$ cat src/rtl/mem_port_arbiter.sv
// Two-requester memory port arbiter with round-robin tie-break, busy back-pressure and WAIT timeout.
// Define ARB_STATS_EN to build the 64-bit busy-cycle and transfer counters.
module mem_port_arbiter #(
   parameter int unsigned ADDR_W         = 32,
   parameter int unsigned DATA_W         = 32,
   parameter int unsigned TIMEOUT_CYCLES = 64
) (
   input  logic              clk,
   input  logic              rst,
   input  logic [1:0]        req,
   input  logic [ADDR_W-1:0] addr0,
   input  logic [ADDR_W-1:0] addr1,
   input  logic [DATA_W-1:0] wdata0,
   input  logic [DATA_W-1:0] wdata1,
   input  logic              we0,
   input  logic              we1,
   output logic [1:0]        gnt,
   output logic [1:0]        done,
   output logic              err,
   output logic [DATA_W-1:0] rdata,
   output logic              mem_req,
   output logic [ADDR_W-1:0] mem_addr,
   output logic [DATA_W-1:0] mem_wdata,
   output logic              mem_we,
   input  logic              mem_busy,
   input  logic              mem_rvalid,
   input  logic [DATA_W-1:0] mem_rdata,
   output logic [63:0]       stat_busy_cycles,
   output logic [63:0]       stat_xfers
);

   typedef enum logic [1:0] {
      IDLE  = 2'd0,
      ISSUE = 2'd1,
      WAIT  = 2'd2
   } state_e;

   localparam int unsigned      CNT_W    = $clog2(TIMEOUT_CYCLES);
   localparam logic [CNT_W-1:0] CNT_LAST = CNT_W'(TIMEOUT_CYCLES - 1);

   state_e              state_q, state_d;
   logic                owner_q, owner_d;
   logic                last_q,  last_d;
   logic [1:0]          gnt_q,   gnt_d;
   logic [1:0]          done_q,  done_d;
   logic                err_q,   err_d;
   logic [DATA_W-1:0]   rdata_q, rdata_d;
   logic [ADDR_W-1:0]   addr_q,  addr_d;
   logic [DATA_W-1:0]   wdata_q, wdata_d;
   logic                we_q,    we_d;
   logic [CNT_W-1:0]    cnt_q,   cnt_d;
   logic                sel;

   always_ff @(posedge clk) begin
      if (rst) begin
         state_q <= IDLE;
         owner_q <= 1'b0;
         last_q  <= 1'b1;
         gnt_q   <= '0;
         done_q  <= '0;
         err_q   <= 1'b0;
         rdata_q <= '0;
         addr_q  <= '0;
         wdata_q <= '0;
         we_q    <= 1'b0;
         cnt_q   <= '0;
      end else begin
         state_q <= state_d;
         owner_q <= owner_d;
         last_q  <= last_d;
         gnt_q   <= gnt_d;
         done_q  <= done_d;
         err_q   <= err_d;
         rdata_q <= rdata_d;
         addr_q  <= addr_d;
         wdata_q <= wdata_d;
         we_q    <= we_d;
         cnt_q   <= cnt_d;
      end
   end

   always_comb begin
      state_d = state_q;
      owner_d = owner_q;
      last_d  = last_q;
      gnt_d   = '0;
      done_d  = '0;
      err_d   = 1'b0;
      rdata_d = '0;
      addr_d  = addr_q;
      wdata_d = wdata_q;
      we_d    = we_q;
      cnt_d   = cnt_q;
      // On a tie the requester that did not complete last wins.
      sel     = (req[0] & req[1]) ? ~last_q : req[1];

      case (state_q)
         IDLE: begin
            if (|req) begin
               state_d     = ISSUE;
               owner_d     = sel;
               gnt_d[sel]  = 1'b1;
               addr_d      = sel ? addr1  : addr0;
               wdata_d     = sel ? wdata1 : wdata0;
               we_d        = sel ? we1    : we0;
               cnt_d       = '0;
            end
         end
         ISSUE: begin
            if (!mem_busy) begin
               state_d = WAIT;
               cnt_d   = '0;
            end
         end
         WAIT: begin
            if (mem_rvalid) begin
               state_d         = IDLE;
               done_d[owner_q] = 1'b1;
               rdata_d         = we_q ? '0 : mem_rdata;
               last_d          = owner_q;
            end else if (cnt_q == CNT_LAST) begin
               state_d         = IDLE;
               done_d[owner_q] = 1'b1;
               err_d           = 1'b1;
               last_d          = owner_q;
            end else begin
               cnt_d = cnt_q + 1'b1;
            end
         end
         default: state_d = IDLE;
      endcase
   end

   assign gnt       = gnt_q;
   assign done      = done_q;
   assign err       = err_q;
   assign rdata     = rdata_q;
   assign mem_req   = (state_q == ISSUE);
   assign mem_addr  = addr_q;
   assign mem_wdata = wdata_q;
   assign mem_we    = we_q;

`ifdef ARB_STATS_EN
   logic [63:0] busy_cnt_q, xfer_cnt_q;

   // Transfers are counted on the edge that launches the done pulse.
   always_ff @(posedge clk) begin
      if (rst) begin
         busy_cnt_q <= '0;
         xfer_cnt_q <= '0;
      end else begin
         if (state_q == ISSUE && mem_busy) busy_cnt_q <= busy_cnt_q + 64'd1;
         if (|done_d)                      xfer_cnt_q <= xfer_cnt_q + 64'd1;
      end
   end

   assign stat_busy_cycles = busy_cnt_q;
   assign stat_xfers       = xfer_cnt_q;
`else
   assign stat_busy_cycles = '0;
   assign stat_xfers       = '0;
`endif

endmodule

$ cat config.mk
export PLATFORM = sky130hd
export DESIGN_NAME = mem_port_arbiter
export DESIGN_NICKNAME = d
export VERILOG_FILES = /design/src/rtl/mem_port_arbiter.sv
export SDC_FILE = /design/constraint.sdc
export NUM_CORES = 1
export LEC_CHECK = 0
export ABC_AREA = 1
export BUFFER_PORTS_ARGS = -buffer_cell sky130_fd_sc_hd__buf_2
export CORE_AREA = 5 5 153 155
export CTS_BUF_LIST = sky130_fd_sc_hd__clkbuf_2
export DETAILED_ROUTE_END_ITERATION = 10
export DIE_AREA = 0 0 158 160
export GPL_TIMING_DRIVEN = 1
export PLACE_DENSITY = 0.58
export SKIP_CTS_REPAIR_TIMING = 1
export SYNTH_ARGS = -nofsm -noshare
export SYNTH_HDL_FRONTEND = slang
export SYNTH_SLANG_ARGS = --single-unit
$ cat constraint.sdc
create_clock -name clk -period 1.66 [get_ports clk]
set_input_delay 0.166 -clock clk [delete_from_list [all_inputs] [get_ports clk]]
set_output_delay 0.166 -clock clk [all_outputs]
set_load 0.03 [all_outputs]
* Word-level counts from Yosys, hierarchy flattened
Index checks and enable logic that the tools add are counted.
** Cells by class
- Add/subtract/negate cells :: 1
- Order comparisons :: 4
- Equal/unequal tests :: 8
- Multiplexer cells :: 23
- Bitwise logic cells :: 6
- Reductions and logical operators :: 14
** Operators by type and width (count)
- 2-to-1 mux 32 bit :: 2
- 2-to-1 mux 6 bit :: 4
- one-hot mux 6 bit (3 select lines) :: 1
- 2-to-1 mux 2 bit :: 6
- != test 2 bit (second input constant) :: 4
- 2-to-1 mux 1 bit :: 7
- adder 6 x 1 -> 6 bit (second input constant) :: 1
- == test 6 bit (second input constant) :: 1
- one-hot mux 2 bit (3 select lines) :: 1
- OR reduction 3 bit :: 2
- NOT 1 bit :: 5
- AND reduction 5 bit :: 1
- < comparator 1 x 2 -> 1 bit (second input constant) :: 2
- AND reduction 2 bit :: 2
- OR reduction 2 bit :: 2
- OR reduction 4 bit :: 1
- != test 3 bit (second input constant) :: 1
- AND reduction 3 bit :: 1
- nonzero test 3 bit :: 1
- demux 1 bit (select 1 bit) :: 2
- == test 2 x 1 -> 1 bit (second input constant) :: 1
- == test 2 bit (second input constant) :: 1
- greater-or-equal comparator 1 bit (second input constant) :: 2
- logical AND 1 bit :: 2
- 3 further kinds :: 3
** Storage, ports and cells
- Flip-flop bits (word level) :: 112
- Output and inout bits :: 231
- Word-level logic and storage cells :: 67

* Logic depth before layout (Yosys ltp)
- Word-level depth :: 6
- Depth in mapped cells :: 10
- Gate-level depth less buffers :: 10

* Worst setup path after synthesis
No wires, ideal clock.
- Path kind :: flip-flop to flip-flop
- Start point :: reg cnt_q[0]
- End point :: reg cnt_q[2]
- Setup time :: 0.056 ns
- Arrival :: 1.271 ns
- Setup slack :: 0.334 ns
- Cell stages (with the launch flop) :: 10
- Clock period less this slack :: 1.326 ns
- Cells stage by stage :: dfxtp_1 -> ha_1 -> nand2_1 -> nor2_1 -> nand3_1 -> nand3_2 -> nand2_1 -> nand2_1 -> nand2_1 -> inv_1
** Between the ends
- Longest elaborated chain between the ends :: 4
** RTL lines
- from (decl) :: line 51 : logic [CNT_W-1:0] cnt_q, cnt_d;
- from (signal assigned) :: line 78 : cnt_q <= cnt_d;
- adder 6 x 1 -> 6 bit :: line 127 : cnt_d = cnt_q + 1'b1;
- 2-to-1 mux 6 bit :: line 121 : end else if (cnt_q == CNT_LAST) begin
- 2-to-1 mux 6 bit :: line 116 : if (mem_rvalid) begin
- one-hot mux 6 bit (3 select lines) :: line 97 : case (state_q)
Parallel ways exist; a longest one is shown, timed or not. The select of a mux whose other input is x is not followed.
A chain may end at the register's enable or synchronous reset.

* Final worst setup path
- Start point :: reg state_q[1]
- End point :: reg addr_q[16] (netlist: mem_addr[16])
** Between the ends
- Longest elaborated chain between the ends :: 2
** RTL lines
- from (decl) :: line 41 : state_e state_q, state_d;
- from (signal assigned) :: line 68 : state_q <= state_d;
- zero test 2 bit :: line 97
- AND reduction 2 bit (no line)
- to (signal assigned) :: line 75 : addr_q <= addr_d;
- to (decl) :: line 48 : logic [ADDR_W-1:0] addr_q, addr_d;
No other way between the ends.

==> impl_results.md <==
* Layout cells sized above 1 at 27.8%
* Top-count cell post-synth: nand2_1
* Die Ht at 160 um
* Number of synthesized flops with an enable pin at 0
* Final #Nets at 1288
* Synth top area share at 43.3%
* Leak at 0.00437 uW
* Cts bufs inserted at 9
* DRC Markers at 0
* Rows at 54
* Critical path class: reg -> reg
* Vias at 5437
* Synth area leader: dfxtp_1
* Port bufs at 270
* # setup viols final at 0
* Synth cell types at 23
* Initial Util at 23.9%
* Minimum clock period at 1.51 ns
* Top FF cell, synth: dfxtp_1
* Met1 GRT Util at 13.1%
* Synth area leaders: dfxtp_1 (43%), buf_4 (19%), nand2_1 (14%)
* Crit path capture type: flop
* Global routing's busiest layer: met2
* CP max FO at 32
* Critical Path RT at 2.21 ns
* Placed cell count at 1221
* Die width at 158 um
* Clk_skew at 0.0805 ns
* Final WL at 18700 um
* Placed Area at 6360 um^2
* CTS Sinks at 112
* Worst Hold Class: in -> reg
* Critical Path Source Type: flop
* Initial antenna violation count at 1
* Pwr/cell area at 777 nW/um^2
* GP Congestion at 0.796
* FMAX at 661 MHz
* Cell count after synthesis at 685
* Max cap viols at 0
* CTS max path bufs at 2
* Tcrit/Tclk final at 91.1%
* DR vias/cell at 3.87
* Largest net degree at the start of global routing at 45
* Die Area at 25300 um^2
* Avg WL per Cell at 13.3 um
* Worst IR Drop VDD at 355 uV
* GRT met3 Usage at 3.76%
* IO Count at 399
* Pre-CTS setup slack at 0.162 ns
* Clk Latency, worst-skew pair at 0.63 ns
* PnR worst setup slack at 0.147 ns
* Hold Vio Cnt, Final at 0
* H-tree Lvls at 3
* Most frequent cells after synthesis: nand2_1 (187), buf_4 (133), dfxtp_1 (112)
* GRT Util Overall at 11.4%
* Vias in the first global route at 4402
* RSZ-0062 raised after global routing: false
* #FFs+latches synth at 112
* CTS tree: yes
* Worst EP arrival at 2.06 ns
* Seq/Total Area, Yosys at 43.3%
* GR Overflow Total at 0
* Ys async rst share at 0%
* Pre-Repair DR Iteration Count at 4
* DRT iter0 DRCs at 272
* First-pass GRT wire length at 23100 um
* Grt met2 use at 20.2%
* Core Box Area at 21700 um^2
* DPL Wire Length at 12700 um
* Post-Syn Area at 5170 um^2
* Mean Syn Cell Area at 7.55 um^2
* Area Overhead vs Synth at 57.8%
* Clk pin slew, worst setup/hold paths at 0.39 ns
* Yosys Warn Count at 0
* Worst hold stages at 4
* Utilization after layout at 37.7%
* R2R depth at 8
* Non-Filler Instances at 1406
* Post-route cell area at 8170 um^2
* Post-DRT Antenna Nets at 0
* Root Buffer: clkbuf_2
* Status: finished clean
* Fin. max-slew vios at 0
==> kinds of logic (layout without fill, tap and decap cells) <==
| family | count (synthesis) | count (layout) | synth area share (%) |
|---|---|---|---|
| simple gates | 341 | 341 | 27.5 |
| buf+inv | 203 | 515 | 25.2 |
| fa+ha+maj | 1 | 1 | 0.242 |
| other cells | 1 | 130 | 0.0725 |
| flops | 112 | 112 | 43.3 |
| compound gates | 27 | 27 | 3.68 |
==> final cells by class <==
| class | instances | area, um^2 |
|---|---|---|
| fill | 2166 | 13500 |
| timing repair buffer | 448 | 3150 |
| sequential | 112 | 2250 |
| multi-input combinational | 497 | 2110 |
| tap | 280 | 350 |
| inverter | 51 | 191 |
| clock inverter | 6 | 62.6 |
| clock buffer | 10 | 50.0 |
| antenna | 2 | 5.00 |
==> critical path: stages, from the launching register on <==
cell and delay, ns:
dfxtp_2 0.42, nor2_1 0.12, inv_1 0.08, nor2_4 0.14, nand2_4 0.11, nor2_8 0.20
buf_12 0.22, nand2_1 0.09, nand3_1 0.08
==> cells in the final DEF (no fill, tap or decap) <==
cell type	Yosys	final
nor3_1	2	2
nand2_1	187	187
nand2_2	1	1
clkbuf_2	0	10
o31ai_1	22	22
dfxtp_4	0	1
nand3_2	1	1
buf_4	133	9
nor2_8	2	2
nor2_1	90	88
inv_6	0	2
dfxtp_2	0	2
buf_12	0	3
o21ai_0	3	3
diode_2	0	2
dlygate4sd3_1	0	167
nor2_4	2	3
inv_2	2	2
clkinv_8	0	1
nand3_1	50	50
buf_2	11	269
inv_1	49	49
a21oi_1	2	2
nor2_2	2	3
conb_1	1	128
nand4_1	3	3
inv_8	0	1
ha_1	1	1
clkinv_4	0	2
dfxtp_1	112	109
nand2_4	1	1
==> power breakdown <==
part / switching, uW / internal [uW]
Sequential: 111 / 2910
Combinational: 1340 / 698
Clock: 1030 / 251
==> metrics by stage <==
step           power (uW)  hold WS, ns  TNS, ns
2_1_floorplan        4450        0.235        0
4_1_cts              6110       -0.419  -0.0561
5_1_grt              6720        0.100        0
3_3_place_gp         4760        0.362        0
6_report             6350        0.227        0
3_5_place_dp         4770        0.369        0
==> registers in the layout, summed over array words and instances, names as in the netlist <==
signal,cells
cnt_q,6
last_q,1
mem_we,1
gnt,2
mem_addr,32
err,1
done,2
rdata,32
owner_q,1
mem_wdata,32
state_q,2
==> layer usage <==
| layer | wire, um | part of all wire [%] | up-vias |
|---|---|---|---|
| met5 | 0 | 0 | - |
| met4 | 357 | 1.9 | 0 |
| met3 | 1740 | 9.3 | 30 |
| met2 | 9610 | 51 | 291 |
| met1 | 7030 | 38 | 2399 |
| li1 | - | - | 2717 |
==> worst paths after layout <==
check                              startpoint            end  slack (ns)
worst min register to register  mem_wdata[21]  mem_wdata[21]        0.48
worst max register to register     state_q[1]   mem_addr[16]        0.15
worst min-delay path             mem_rdata[4]       rdata[4]        0.23
worst max-delay path               state_q[1]   mem_addr[16]        0.15
Power figures use the tool's default switching activity.
